==> config.mk <==
export PLATFORM = sky130hd
export DESIGN_NAME = load_store_unit
export DESIGN_NICKNAME = d
export VERILOG_FILES = /design/src/rtl/load_store_unit_pkg.sv /design/src/rtl/load_store_unit_lane_align.sv /design/src/rtl/load_store_unit.sv
export SDC_FILE = /design/constraint.sdc
export NUM_CORES = 1
export LEC_CHECK = 0
export ABC_AREA = 1
export BUFFER_PORTS_ARGS = -buffer_cell sky130_fd_sc_hd__buf_2
export CAP_MARGIN = 20
export CELL_PAD_IN_SITES_DETAIL_PLACEMENT = 1
export CELL_PAD_IN_SITES_GLOBAL_PLACEMENT = 2
export CORE_MARGIN = 5
export CORE_UTILIZATION = 30
export CTS_CLUSTER_SIZE = 10
export DETAILED_ROUTE_END_ITERATION = 8
export MAX_ROUTING_LAYER = met4
export PLACE_DENSITY_LB_ADDON = 0.1
export SLEW_MARGIN = 20
export SYNTH_ARGS = -nofsm -noshare
export SYNTH_HDL_FRONTEND = slang
export SYNTH_SLANG_ARGS = --single-unit
==> constraint.sdc <==
create_clock -name clk -period 2.8 [get_ports clk]
set_clock_uncertainty 0.05 [all_clocks]
set_input_delay 0.28 -clock clk [delete_from_list [all_inputs] [get_ports clk]]
set_output_delay 0.28 -clock clk [all_outputs]
set_load 0.02 [all_outputs]
==> src/rtl/load_store_unit_pkg.sv <==
// Shared definitions for the load/store unit: access size codes, FSM states,
// and the access-legality check used at request acceptance.
package load_store_unit_pkg;

    localparam logic [1:0] LS_B = 2'b00;
    localparam logic [1:0] LS_H = 2'b01;
    localparam logic [1:0] LS_W = 2'b10;

    typedef enum logic [1:0] {
        ST_IDLE  = 2'b00,
        ST_READ  = 2'b01,
        ST_WRITE = 2'b10,
        ST_RESP  = 2'b11
    } ls_state_t;

    // Illegal size code, or a half/word access that does not sit on its natural boundary.
    function automatic logic access_error(input logic [1:0] size, input logic [1:0] addr_lo);
        return (size == 2'b11) ||
               ((size == LS_H) && addr_lo[0]) ||
               ((size == LS_W) && (addr_lo != 2'b00));
    endfunction

endpackage

==> src/rtl/load_store_unit_lane_align.sv <==
// Combinational little-endian lane handling: merges store data into an existing
// word and extracts/extends load data from a fetched word.
module load_store_unit_lane_align
    import load_store_unit_pkg::*;
(
    input  logic [31:0] i_word,
    input  logic [1:0]  i_addr,
    input  logic [1:0]  i_size,
    input  logic        i_unsigned,
    input  logic [31:0] i_wdata,
    output logic [31:0] o_merged,
    output logic [31:0] o_rdata
);

    logic [7:0]  w_byte;
    logic [15:0] w_half;

    // Each byte lane takes store data when the access covers it, else keeps the old byte.
    for (genvar gi = 0; gi < 4; gi++) begin : g_lane
        logic w_sel;
        logic [7:0] w_src;
        always_comb begin
            w_sel = 1'b1;
            w_src = i_wdata[8*gi +: 8];
            if (i_size == LS_B) begin
                w_sel = (i_addr == 2'(gi));
                w_src = i_wdata[7:0];
            end else if (i_size == LS_H) begin
                w_sel = (i_addr[1] == (gi >= 2));
                w_src = i_wdata[8*(gi%2) +: 8];
            end
        end
        assign o_merged[8*gi +: 8] = w_sel ? w_src : i_word[8*gi +: 8];
    end

    assign w_byte = i_word[{i_addr, 3'b000} +: 8];
    assign w_half = i_addr[1] ? i_word[31:16] : i_word[15:0];

    always_comb begin
        o_rdata = i_word;
        case (i_size)
            LS_B:    o_rdata = i_unsigned ? {24'd0, w_byte} : {{24{w_byte[7]}}, w_byte};
            LS_H:    o_rdata = i_unsigned ? {16'd0, w_half} : {{16{w_half[15]}}, w_half};
            default: o_rdata = i_word;
        endcase
    end

endmodule

==> src/rtl/load_store_unit.sv <==
// Load/store unit between the MEM stage and a word-addressed DataMem: one request
// at a time, read-modify-write for sub-word stores, Moore outputs from the FSM.
module load_store_unit
    import load_store_unit_pkg::*;
#(
    parameter int ADDR_W = 8,
    parameter int DATA_W = 32
) (
    input  logic              clk,
    input  logic              rst_n,
    input  logic              req_valid,
    output logic              req_ready,
    input  logic              req_we,
    input  logic [1:0]        req_size,
    input  logic              req_unsigned,
    input  logic [ADDR_W-1:0] req_addr,
    input  logic [DATA_W-1:0] req_wdata,
    output logic              rsp_valid,
    output logic [DATA_W-1:0] rsp_rdata,
    output logic              rsp_err,
    output logic              MemRead,
    output logic              MemWrite,
    output logic [ADDR_W-3:0] mem_addr,
    output logic [DATA_W-1:0] mem_data_in,
    input  logic [DATA_W-1:0] mem_data_out
);

    ls_state_t         r_state;
    ls_state_t         w_state_next;
    logic              r_we;
    logic              r_unsigned;
    logic              r_err;
    logic [1:0]        r_size;
    logic [ADDR_W-1:0] r_addr;
    logic [DATA_W-1:0] r_wdata;
    logic [DATA_W-1:0] r_word;
    logic              w_accept;
    logic              w_req_err;
    logic [DATA_W-1:0] w_merged;
    logic [DATA_W-1:0] w_rdata;

    assign w_accept  = req_valid && (r_state == ST_IDLE);
    assign w_req_err = access_error(req_size, req_addr[1:0]);

    always_ff @(posedge clk or negedge rst_n) begin
        if (!rst_n) begin
            r_state    <= ST_IDLE;
            r_we       <= 1'b0;
            r_unsigned <= 1'b0;
            r_err      <= 1'b0;
            r_size     <= 2'b00;
            r_addr     <= '0;
            r_wdata    <= '0;
            r_word     <= '0;
        end else begin
            r_state <= w_state_next;
            if (w_accept) begin
                r_we       <= req_we;
                r_unsigned <= req_unsigned;
                r_err      <= w_req_err;
                r_size     <= req_size;
                r_addr     <= req_addr;
                r_wdata    <= req_wdata;
            end
            if (r_state == ST_READ) begin
                r_word <= mem_data_out;
            end
        end
    end

    // Full-word stores skip the read; sub-word stores read first so the merge sees the old word.
    always_comb begin
        w_state_next = r_state;
        case (r_state)
            ST_IDLE: begin
                if (w_accept) begin
                    if (w_req_err)                        w_state_next = ST_RESP;
                    else if (req_we && req_size == LS_W)  w_state_next = ST_WRITE;
                    else                                  w_state_next = ST_READ;
                end
            end
            ST_READ:  w_state_next = r_we ? ST_WRITE : ST_RESP;
            ST_WRITE: w_state_next = ST_RESP;
            default:  w_state_next = ST_IDLE;
        endcase
    end

    load_store_unit_lane_align u_lane_align (
        .i_word     (r_word),
        .i_addr     (r_addr[1:0]),
        .i_size     (r_size),
        .i_unsigned (r_unsigned),
        .i_wdata    (r_wdata),
        .o_merged   (w_merged),
        .o_rdata    (w_rdata)
    );

    assign req_ready   = (r_state == ST_IDLE);
    assign MemRead     = (r_state == ST_READ);
    assign MemWrite    = (r_state == ST_WRITE);
    assign rsp_valid   = (r_state == ST_RESP);
    assign rsp_err     = (r_state == ST_RESP) && r_err;
    assign rsp_rdata   = ((r_state == ST_RESP) && !r_err && !r_we) ? w_rdata : '0;
    assign mem_addr    = r_addr[ADDR_W-1:2];
    assign mem_data_in = (r_state == ST_WRITE) ? w_merged : '0;

endmodule

==> qor.yml <==
path_cells: "buf_4, nor2_4, nand2_4, nand2_4, nand2_2, clkinv_2, o21ai_0, a21oi_1, buf_2"
finalHoldViolCount: 0
finalWirelength_mm: 16.2
drt-initial-drc-count: 200
nets: 788
path_buf_inv: 3
critPathTopFamily: "buffers and inverters"
ys_warn_count: 0
track_usage_pct: 18.9
crit_type: "reg2out"
antennaDiodeCount: 0
grt_setup_unrepaired: "no"
yosysSeqAreaShare_pct: 43.4
antenna_found_initial: 0
ys_ff_latch: 79
overflow: 0
setup_viol_count_final: 0
clk_pin_slew_worst_paths_ns: 0.06
vias: 4345
wl_per_cell_um: 18.0
cp_data_arrival_time_ns: 2.26
syn2layout_area_growth_pct: 27.2
worst_path_most_repeated_cell: "nand2_4"
grt_pass1_vias: 4672
cts_setup_buffers: 0
die_w_um: 133
io_buffers: 153
syn_nets: 649
crit_required_ns: 2.47
hp-class: "in2reg"
dp_hpwl_mm: 12.9
htreeDepth: 3
cpPeakStageDelay_ns: 0.54
num_io_pins: 154
start_util_pct: 30.3
end_kind: "output pin"
crit_fanout: 15
p_leak_nw: 3.04
syn_avg_cell_area_um2: 8.06
drv_slew: 0
cts_sinks: 79
numCtsBuffers: 9
core_area_um2: 15000
hold_ws_ns: 0.0961
route.detailed.drc: 0
firstDrtPassIters: 4
layout_worst_path_cycle_share_pct: 92.6
row_count: 45
synth_cells: 565
peakVddDrop_mv: 0.573
relSlewSlack_pct: 54.4
tightest_slew_ns: 0.684
power_density_nw_per_um2: 1260
cap_viol_max_count: 0
drtAntennaViolNets: 0
routed_via_density: 4.84
synth_cell_types: 29
fp.dieArea_um2: 17800
clk_latency_ns: 0.34
grt_pass1_wl_mm: 25.4
status: "finished clean"
grt_max_degree: 43
gp_routability_congestion: 0.888
clock.fmax_mhz: 386
tns_ns: 0
drive_gt1_share_pct: 35.0
cts-root-buf: "clkbuf_16"
synth_area_um2: 4560
cts_buffer_depth: 2
die_h_um: 133
crit_slowest_cell: "dfrtp_1"
cts_tree: "built"
start_kind: "flop"
min_period_ns: 2.59
[area by class of cell]
class,count,area [um2]
Inverter,65,245
Fill cell,1847,9240
Tap cell,188,235
Clock buffer,11,233
Multi-Input combinational cell,387,2160
Sequential cell,79,1980
Timing Repair Buffer,162,863
Clock inverter,5,82.6
[stage by stage]
step | cell area, um2 | std cells | utilization (%) | worst slack (ns) | power, mW
2_1_floorplan | 4560 | 565 | - | 0.856 | 4.85
3_3_place_gp | 5470 | 880 | 36.4 | 0.562 | 6.02
3_5_place_dp | 5470 | 880 | 36.4 | 0.490 | 6.10
4_1_cts | 5790 | 897 | 38.5 | 0.108 | 7.39
5_1_grt | 5800 | 897 | 38.6 | 0.0467 | 7.88
6_report | 5800 | 897 | 38.6 | 0.208 | 7.29
[layer usage]
| metal | track usage (%) | wire length (um) | vias up |
|---|---|---|---|
| li1 | - | - | 2127 |
| met1 | 24.0 | 7420 | 2089 |
| met2 | 30.6 | 7730 | 103 |
| met3 | 3.55 | 679 | 26 |
| met4 | 6.34 | 361 | 0 |
| met5 | - | 0 | - |
[Yosys cell counts]
master / number / area, um2
a21o_1: 1 / 7.51
a21oi_1: 36 / 180
a21oi_2: 2 / 17.5
a31oi_1: 8 / 50.1
buf_1: 4 / 15.0
buf_2: 3 / 15.0
buf_4: 10 / 75.1
buf_6: 2 / 22.5
clkbuf_1: 15 / 56.3
clkinv_2: 1 / 5.00
dfrtp_1: 79 / 1980
ha_1: 5 / 62.6
inv_1: 58 / 218
inv_2: 6 / 22.5
mux2_2: 39 / 439
nand2_1: 130 / 488
nand2_2: 5 / 31.3
nand2_4: 2 / 22.5
nand3_1: 14 / 70.1
nand3_4: 1 / 17.5
nor2_1: 38 / 143
nor2_2: 10 / 62.6
nor2_4: 1 / 11.3
nor2_8: 1 / 20.0
o211ai_1: 14 / 105
o21ai_0: 57 / 285
o21ai_1: 12 / 60.1
o21ai_2: 3 / 26.3
o22ai_1: 8 / 50.1
[logic make-up after synthesis]
group / after synthesis / synth area share, %
and+or+nand+nor: 202 / 19.0
AOI/OAI and AO/OA: 141 / 17.2
buffers and inverters: 99 / 9.42
DFF: 79 / 43.4
muxes: 39 / 9.64
adders and majority gates: 5 / 1.37
[cells in the final DEF, fill, tap and decap left out, types with 4 or more instances in the layout]
cell type	n
a31oi_1	8
nand3_1	14
ha_1	4
mux2_2	39
nor2_1	38
inv_1	58
nand2_2	5
o211ai_1	14
nand2_1	129
buf_2	152
nor2_2	10
clkbuf_16	9
a21oi_1	36
o21ai_0	57
o21ai_1	12
o22ai_1	8
buf_4	7
inv_2	6
dfrtp_1	79
[flip-flops by register name, indices dropped and copies added (netlist names)]
name / cells
r_we: 1
r_size: 2
r_err: 1
r_addr: 8
r_unsigned: 1
r_word: 32
r_state: 2
r_wdata: 32
[what timing repair did]
item	CTS	global route
setup endpoints to repair	0	1
hold buffers	1	0
endpoints found under the hold margin	37	0
gates resized for setup	0	1
[worst paths after layout]
check / startpoint / end / slack [ns] / depth (start not counted)
setup / recovery: r_size[1]$_DFFE_PN0P_ / mem_data_in[11] / 0.21 / 9
hold / removal: mem_data_out[12] / r_word[12]$_DFFE_PN0N_ / 0.1 / 3
setup reg to reg: r_state[0]$_DFFE_PN0P_ / r_wdata[27]$_DFFE_PN0P_ / 0.82 / 5
hold reg to reg: r_addr[7]$_DFFE_PN0P_ / r_addr[7]$_DFFE_PN0P_ / 0.46 / 1
max in group asynchronous: rst_n / r_word[16]$_DFFE_PN0N_ / 1.67 / 3
min in group asynchronous: rst_n / r_addr[6]$_DFFE_PN0P_ / 0.41 / 2
[worst min-delay path: stages]
cell and delay [ns]:
buf_2 0.08, nand2_1 0.04, o21ai_0 0.06
[power by group]
group          total [mW]  switching (mW)  internal [mW]
Combinational        3.81            2.48           1.33
Sequential           2.22           0.501           1.72
Clock                1.26           0.480          0.783
(Power assumes the default switching activity.)
